## src/rtl/router_pkg.sv

```systemverilog
// Constants shared by the router port requesters and the port arbiter:
// flit type codes, packet length width, port indices and requester states.
package router_pkg;

    localparam logic [2:0] FLIT_HEADER = 3'b001;
    localparam logic [2:0] FLIT_BODY   = 3'b010;
    localparam logic [2:0] FLIT_TAIL   = 3'b100;

    localparam int LEN_W = 12;

    localparam int PORT_L    = 0;
    localparam int PORT_N    = 1;
    localparam int PORT_E    = 2;
    localparam int PORT_W    = 3;
    localparam int PORT_S    = 4;
    localparam int NUM_PORTS = 5;

    typedef enum logic [1:0] {
        ST_IDLE,
        ST_REQ,
        ST_XFER
    } req_state_t;

    function automatic logic is_tail(input logic [2:0] id);
        return id == FLIT_TAIL;
    endfunction

endpackage

```

## src/rtl/port_requester_flit_fifo.sv

```systemverilog
// Flit FIFO with wrap-bit pointers and a combinational head, so the head
// flit is visible in the same cycle it becomes the oldest entry.
module flit_fifo #(
    parameter int WIDTH = 35,
    parameter int DEPTH = 8
) (
    input  logic             clk,
    input  logic             rst,
    input  logic             push,
    input  logic [WIDTH-1:0] push_data,
    input  logic             pop,
    output logic [WIDTH-1:0] head,
    output logic             empty,
    output logic             full
);

    localparam int AW = $clog2(DEPTH);

    logic [AW:0]      wr_ptr_reg;
    logic [AW:0]      rd_ptr_reg;
    logic [WIDTH-1:0] mem [DEPTH];
    logic             wr_en;
    logic             rd_en;

    assign empty = (wr_ptr_reg == rd_ptr_reg);
    assign full  = (wr_ptr_reg[AW] != rd_ptr_reg[AW]) &&
                   (wr_ptr_reg[AW-1:0] == rd_ptr_reg[AW-1:0]);

    // A pop frees the slot the simultaneous push lands in, so full does not block it.
    assign rd_en = pop && !empty;
    assign wr_en = push && (!full || rd_en);

    always_ff @(posedge clk or negedge rst) begin
        if (!rst) begin
            wr_ptr_reg <= '0;
            rd_ptr_reg <= '0;
        end else begin
            if (wr_en) wr_ptr_reg <= wr_ptr_reg + (AW+1)'(1);
            if (rd_en) rd_ptr_reg <= rd_ptr_reg + (AW+1)'(1);
        end
    end

    always_ff @(posedge clk) begin
        if (wr_en) mem[wr_ptr_reg[AW-1:0]] <= push_data;
    end

    assign head = mem[rd_ptr_reg[AW-1:0]];

endmodule

```

## src/rtl/port_requester.sv

```systemverilog
// Requester side of the router arbitration handshake: queues flits, requests
// the port arbiter for each packet and streams it to the crossbar while granted.
module port_requester
    import router_pkg::*;
#(
    parameter int DATA_W = 32,
    parameter int DEPTH  = 8
) (
    input  logic              clk,
    input  logic              rst,
    input  logic              in_valid,
    output logic              in_ready,
    input  logic [DATA_W-1:0] in_flit,
    input  logic [2:0]        in_flit_id,
    input  logic              grant,
    input  logic              out_ready,
    output logic              req,
    output logic [2:0]        flit_id,
    output logic [LEN_W-1:0]  length,
    output logic              out_valid,
    output logic [DATA_W-1:0] out_flit,
    output logic              err
);

    req_state_t         state_reg, state_next;
    logic [LEN_W-1:0]   length_reg, length_next;
    logic [LEN_W-1:0]   cnt_reg, cnt_next;
    logic [LEN_W-1:0]   cnt_inc;
    logic [DATA_W+2:0]  head;
    logic [2:0]         head_id;
    logic               empty;
    logic               full;
    logic               pop;
    logic               push;

    // A flit offered while full is still taken when a pop frees a slot that cycle.
    assign push     = in_valid && (!full || pop);
    assign in_ready = !full;

    flit_fifo #(
        .WIDTH (DATA_W + 3),
        .DEPTH (DEPTH)
    ) u_fifo (
        .clk       (clk),
        .rst       (rst),
        .push      (push),
        .push_data ({in_flit_id, in_flit}),
        .pop       (pop),
        .head      (head),
        .empty     (empty),
        .full      (full)
    );

    assign head_id  = head[DATA_W+2:DATA_W];
    assign out_flit = head[DATA_W-1:0];
    assign flit_id  = empty ? 3'b000 : head_id;
    assign length   = length_reg;
    assign cnt_inc  = cnt_reg + LEN_W'(1);

    always_ff @(posedge clk or negedge rst) begin
        if (!rst) begin
            state_reg  <= ST_IDLE;
            length_reg <= '0;
            cnt_reg    <= '0;
        end else begin
            state_reg  <= state_next;
            length_reg <= length_next;
            cnt_reg    <= cnt_next;
        end
    end

    always_comb begin
        state_next  = state_reg;
        length_next = length_reg;
        cnt_next    = cnt_reg;
        pop         = 1'b0;
        err         = 1'b0;
        req         = 1'b0;
        out_valid   = 1'b0;
        case (state_reg)
            ST_IDLE: begin
                if (!empty) begin
                    if (head_id == FLIT_HEADER) begin
                        length_next = head[LEN_W-1:0];
                        state_next  = ST_REQ;
                    end else begin
                        // Orphan body/tail with no header: discard it.
                        pop = 1'b1;
                        err = 1'b1;
                    end
                end
            end
            ST_REQ: begin
                req = 1'b1;
                if (grant) state_next = ST_XFER;
            end
            ST_XFER: begin
                req       = 1'b1;
                out_valid = grant && !empty;
                if (!grant) begin
                    state_next = ST_REQ;
                end else if (out_valid && out_ready) begin
                    pop = 1'b1;
                    if (is_tail(head_id)) begin
                        err        = (cnt_inc != length_reg);
                        cnt_next   = '0;
                        state_next = ST_IDLE;
                    end else begin
                        err      = (cnt_inc == length_reg);
                        cnt_next = cnt_inc;
                    end
                end
            end
            default: state_next = ST_IDLE;
        endcase
    end

endmodule

```

## config.mk

```make
export PLATFORM = sky130hd
export DESIGN_NAME = port_requester
export DESIGN_NICKNAME = d
export VERILOG_FILES = /design/src/rtl/router_pkg.sv /design/src/rtl/port_requester_flit_fifo.sv /design/src/rtl/port_requester.sv
export SDC_FILE = /design/constraint.sdc
export NUM_CORES = 1
export LEC_CHECK = 0
export CAP_MARGIN = 20
export CORE_MARGIN = 10
export CORE_UTILIZATION = 40
export CTS_BUF_LIST = sky130_fd_sc_hd__clkbuf_8
export CTS_CLUSTER_DIAMETER = 50
export DETAILED_ROUTE_END_ITERATION = 16
export GPL_ROUTABILITY_DRIVEN = 0
export SKIP_LAST_GASP = 1
export SLEW_MARGIN = 0
export SYNTH_ARGS = -nofsm -noshare
export SYNTH_HDL_FRONTEND = slang
export SYNTH_SLANG_ARGS = --single-unit
```

## constraint.sdc

```tcl
create_clock -name clk -period 9.9 [get_ports clk]
set_input_delay 0.99 -clock clk [delete_from_list [all_inputs] [get_ports clk]]
set_output_delay 0.99 -clock clk [all_outputs]
set_load 0.005 [all_outputs]
```

; Word-level counts from Yosys, hierarchy flattened
; Memories as Yosys holds them, arrays and structs flattened.
; Cells that the tools add are included.
[word_totals]
input_bits = 40
ram_bits = 280
latch_bits = 0
wordCells = 61
rom_bits = 0
register_bits = 34
output_inout_bits = 51
memories = 1
[op_classes]
n_bitwise = 1
div = 0
eq_ne = 14
shift = 0
mul = 0
mux = 22
reduce_logical = 15
addsub = 3
order_cmp = 0
[memory_table]
columns = name, depth, word_bits, read_ports, rd_ports_with_merged_regs, wr, line
row1 = u_fifo.mem, 8, 35, 1, 0, 1, port_requester_flit_fifo.sv:21  ; logic [WIDTH-1:0] mem [DEPTH];
[op_table]
columns = operator, n
row1 = "12-bit by 1-bit adder with 12-bit output, second input constant", 1
row2 = 12-bit == test, 1
row3 = 12-bit 2-to-1 mux, 1
row4 = 2-bit 2-to-1 mux, 6
row5 = 12-bit inequality test, 1
row6 = 1-bit 2-to-1 mux, 11
row7 = "4-bit by 1-bit adder with 4-bit output, second input constant", 2
row8 = 1-bit logical AND, 6
row9 = "2-bit inequality test, second input constant", 3
row10 = "3-bit inequality test, second input constant", 2
row11 = 2-bit one-hot mux with 3 select lines, 1
row12 = 3-bit AND reduction, 2
row13 = 5-bit AND reduction, 1
row14 = 4-bit == test, 1
row15 = 1-bit one-hot mux with 2 select lines, 2
row16 = "3-bit by 1-bit == test with 1-bit output, second input constant", 1
row17 = 3-bit == test, 1
row18 = "3-bit == test, second input constant", 1
row19 = 3-bit 2-to-1 mux, 1
row20 = "2-bit by 1-bit == test with 1-bit output, second input constant", 1
row21 = "2-bit == test, second input constant", 1
row22 = 1-bit logical NOT, 2
row23 = 2-bit logical NOT, 1
row24 = 1-bit logical OR, 2
row25 = 3 further kinds, 3

; Longest topological paths before layout
[depth]
ltp_word = 12
mapped_depth = 8
mapped_depth_nobuf = 8

; Cells and area by module
; Synthesis repeated with hierarchy kept, for this count alone.
[hier_totals]
cells_unflattened = 649
area_unflattened_um2 = 13003.7
[by_module_without_submodules]
columns = mod, seq_area_each_um2, cells_each, n_inst, area_per_inst_um2
row1 = flit_fifo, 8608.3, 461, 1, 11249.5
row2 = port_requester, 650.6, 188, 1, 1754.2

; Least setup slack after synthesis
; OpenSTA, ideal clock, no wires.
[synth_path]
path_kind = register to register
from = reg u_fifo.rd_ptr_reg[0]
to = mem u_fifo.mem[2][0] (enable)
arrival_ps = 4338
required_time_ps = 9422
slack_ps = 5083
setup_time_ps = 478
path_buffers = 1
period_less_slack_ps = 4817
path_stages_with_launch = 9
path_cell_list = dfrtp_1 buf_6 mux4_2 mux2i_1 o311ai_1 and2_4 nand2b_4 nand3b_1 nor3b_1
[synth_between]
elab_chain_len = 12
elab_cells_between_ends = 21
classes_between = 3 x eq/ne / 7 x mux / 10 x reduce/logical / 1 x memory
[synth_rtl]
columns = element, line
row1 = from (decl), port_requester_flit_fifo.sv:20  ; logic [AW:0] rd_ptr_reg;
row2 = from (signal assigned), port_requester_flit_fifo.sv:39  ; if (rd_en) rd_ptr_reg <= rd_ptr_reg + (AW+1)'(1);
row3 = branches (longest 9 deep; another with memory read 8 x 35 bit), n/a
row4 = 1-bit logical AND *, port_requester_flit_fifo.sv:31  ; assign wr_en = push && (!full || rd_en);
row5 = 1-bit 2-to-1 mux *, port_requester_flit_fifo.sv:44  ; if (wr_en) mem[wr_ptr_reg[AW-1:0]] <= push_data;
row6 = 1-bit 2-to-1 mux (not written as such) *, port_requester_flit_fifo.sv:44
row7 = to (decl), port_requester_flit_fifo.sv:21
; Mark *: on every way between the ends.

; Worst setup path after layout
[layout_path]
from = reg u_fifo.rd_ptr_reg[0]
to = out err
[layout_between]
elab_chain_len = 7
elab_cells_between_ends = 13
classes_between = 3 x eq/ne / 6 x mux / 3 x reduce/logical / 1 x memory
[layout_rtl]
columns = element, line
row1 = branches (longest 6 deep; another with memory read 8 x 35 bit), n/a
row2 = 1-bit one-hot mux with 2 select lines *, port_requester.sv:80  ; case (state_reg)
row3 = to (decl), port_requester.sv:22  ; output logic err
; Marks and branches as above.

==> impl_results.md <==
- RSZ-0062 raised after global routing: no
- Synth Warn #: 0
- Final instance area: 0.0149 sq mm
- Worst-path clk slew: 0.06 ns
- Max Root-Sink Buffers: 3
- CTS tree: done
- Root buf cell: clkbuf_8
- PwrDens: 295 mW/mm^2
- Worst path max stage delay: 0.73 ns
- Port bufs: 90
- Startpoint Class: flip-flop
- Height of the die: 197 um
- Worst hold path type: flip-flop to flip-flop
- Top_reg_cell synth: edfxtp_1
- Ant diodes: 0
- Gr usage total: 0.135
- Clk_lat worst skew: 0.58 ns
- Final setup vio count: 0
- Clock Skew: 0.0324 ns
- Post-synth EDFFs: 280
- Antenna violations before repair: 1
- # H-tree levels: 2
- I/O pin cnt: 91
- Final Cycle Share: 0.473
- Setup TNS: 0 ns
- Post-route ant nets: 0
- Family with the most delay on the worst path: multiplexers
- Post-synth ARST share: 0.108
- Path type of the worst setup path: flip-flop to output port
- VDD IR-drop max: 0.144 mV
- Worst-margin pin slew: 1.11 ns
- Most frequent cells in the layout: edfxtp_1, clkdlybuf4s50_1, mux4_2, clkbuf_8, mux2_2
- Nature of the critical path endpoint: output port
- PostCTS Resize Cnt: 0
- Largest net degree at the start of global routing: 73
- DR pass1 iterations: 4
- Register area: 0.00927 sq mm
- First-pass GRT wire length: 40,400 um
- Area delta synth->final: 19.2%
- FILL cells: 2,616
- Hold buffer count at cts: 0
- Mean routed wirelength per cell: 21.9 um
- Synth Area per Inst: 20.4 sq um
- Vias in the first global route: 6,785
- Post-placement cell area: 0.0140 sq mm
- Total gr overflow: 0
- DRC Markers: 0
- Via count: 6,298
- Final core occ: 0.486
- Area of the multi-input gates: 0.00318 sq mm
- Final WL: 26,000 um
- Row Count: 64
- Post CTS Setup Buffer Count: 0
- CTS Buf Count: 51
- Top cells by area, synth: edfxtp_1, mux4_2, dfrtp_1
- Outcome: complete, no violations
- Core area: 0.0307 sq mm
- Initial Util: 0.408
- Total Nets Final: 794
- Detailed-route vias per instance: 5.32
- Share of post-route cells with drive strength above 1: 0.264
- Die area: 0.0388 sq mm
- Bufs and invs on worst path: 1
- Crit-path max FO: 24
- Max FFs per register: 280
- Post-synthesis sequential area ratio: 0.738
- Clk sinks: 314
- Max-slew violations: 0
- 1st-iter DRT viols: 301
- Max Clk Rate: 0.213 GHz
- Cell Area, Synth: 0.0125 sq mm
- Post-Synthesis Cells: 616
- Worst Path Required: 8.91 ns
- Leak: 4.94 nW
- Top-area cell type share of the netlist area: 0.670
- Max-cap check violation count: 0
- Cell variety after synth: 45
- Final Hold Viols: 0
- #FFs+latches synth: 314
- Critical path arrival: 3.70 ns
- Minimum clock period: 4.69 ns
- Die width: 197 um
- Largest area contributor in the netlist: edfxtp_1
- Leading cell type in the layout, fill and taps excluded: edfxtp_1
- HPWL Detailed: 14,900 um
- Critical path's slowest cell: dfrtp_4
- Slew headroom: 0.263
- Post-Syn Nets: 664
- Critical-path cell list: mux4_2 > mux2i_1 > and3_1 > xnor2_1 > o21ai_0 > clkdlybuf4s50_1
==> metrics by stage <==
stage,setup WS [ns],power (mW),hold slack (ns),cells
2_1_floorplan,5.08,2.76,0.460,616
3_3_place_gp,5.46,3.41,0.479,1088
3_5_place_dp,5.36,3.45,0.482,1088
4_1_cts,5.12,4.49,0.490,1183
5_1_grt,4.92,4.69,0.524,1184
6_report,5.21,4.42,0.486,1184
==> synthesized netlist by cell type, drive strengths merged (3+ instances only) <==
cell type	n
edfxtp	280
mux4	70
mux2	50
dfrtp	34
xnor2	21
buf	16
nor2	16
nand2	14
o21ai	14
clkbuf	12
nand3	9
ha	8
o31ai	8
inv	6
nor2b	6
nand4	5
nor3	5
xor2	5
nor3b	4
a21oi	3
a31oi	3
and3	3
nand2b	3
==> final timing paths <==
check                                startpoint  slack [ns]  cells past startpoint              endpoint
setup / recovery           u_fifo.rd_ptr_reg[0]        5.21                      6                   err
hold / removal             u_fifo.wr_ptr_reg[3]        0.49                      1  u_fifo.wr_ptr_reg[3]
setup reg to reg           u_fifo.rd_ptr_reg[1]        5.47                      8      u_fifo.mem[5][0]
hold reg to reg            u_fifo.wr_ptr_reg[3]        0.49                      1  u_fifo.wr_ptr_reg[3]
max in group asynchronous                   rst        8.69                      2  u_fifo.rd_ptr_reg[0]
min in group asynchronous                   rst        0.83                      2             length[2]
==> worst register-to-register path, cell delays in order (launching register included) <==
cell	delay (ns)
dfrtp_4	1.13
xnor2_1	0.25
nand4b_1	0.23
nand4_1	0.49
and2_4	0.41
nand2b_4	0.10
nand3_1	0.17
nor3b_2	0.75
buf_4	0.53
==> power by group <==
group / switching [mW] / internal [mW]
Combinational: 0.644 / 0.865
Clock: 0.489 / 0.533
Sequential: 0.193 / 1.69
==> cells by family (layout without fill, tap and decap cells) <==
kind of cell               count (synthesis)  after routing  synth area share
and+or+nand+nor                           76             76            0.0333
xor gates and xnor gates                  26             26            0.0182
muxes                                    122            122             0.172
AOI/OAI and AO/OA                         36             36            0.0188
buffers and inverters                     34            206            0.0117
DFF                                      314            314             0.738
adders and majority gates                  8              8           0.00798
==> routing by layer <==
layer / vias up / wire length [um] / track usage
met5: - / 13 / 0
met4: 2 / 381 / 0.0333
met3: 38 / 1500 / 0.0348
met2: 178 / 12500 / 0.219
met1: 3287 / 11600 / 0.177
li1: 2793 / - / -
==> layout make-up <==
type,count,area share
clock buffers,54,0.0497
clock inverters,41,0.0140
inverters,6,0.00151
multi-input cells,268,0.213
flip-flops and latches,314,0.620
well taps,396,0.0331
repair buffers,105,0.0691
(Power assumes the default switching activity.)
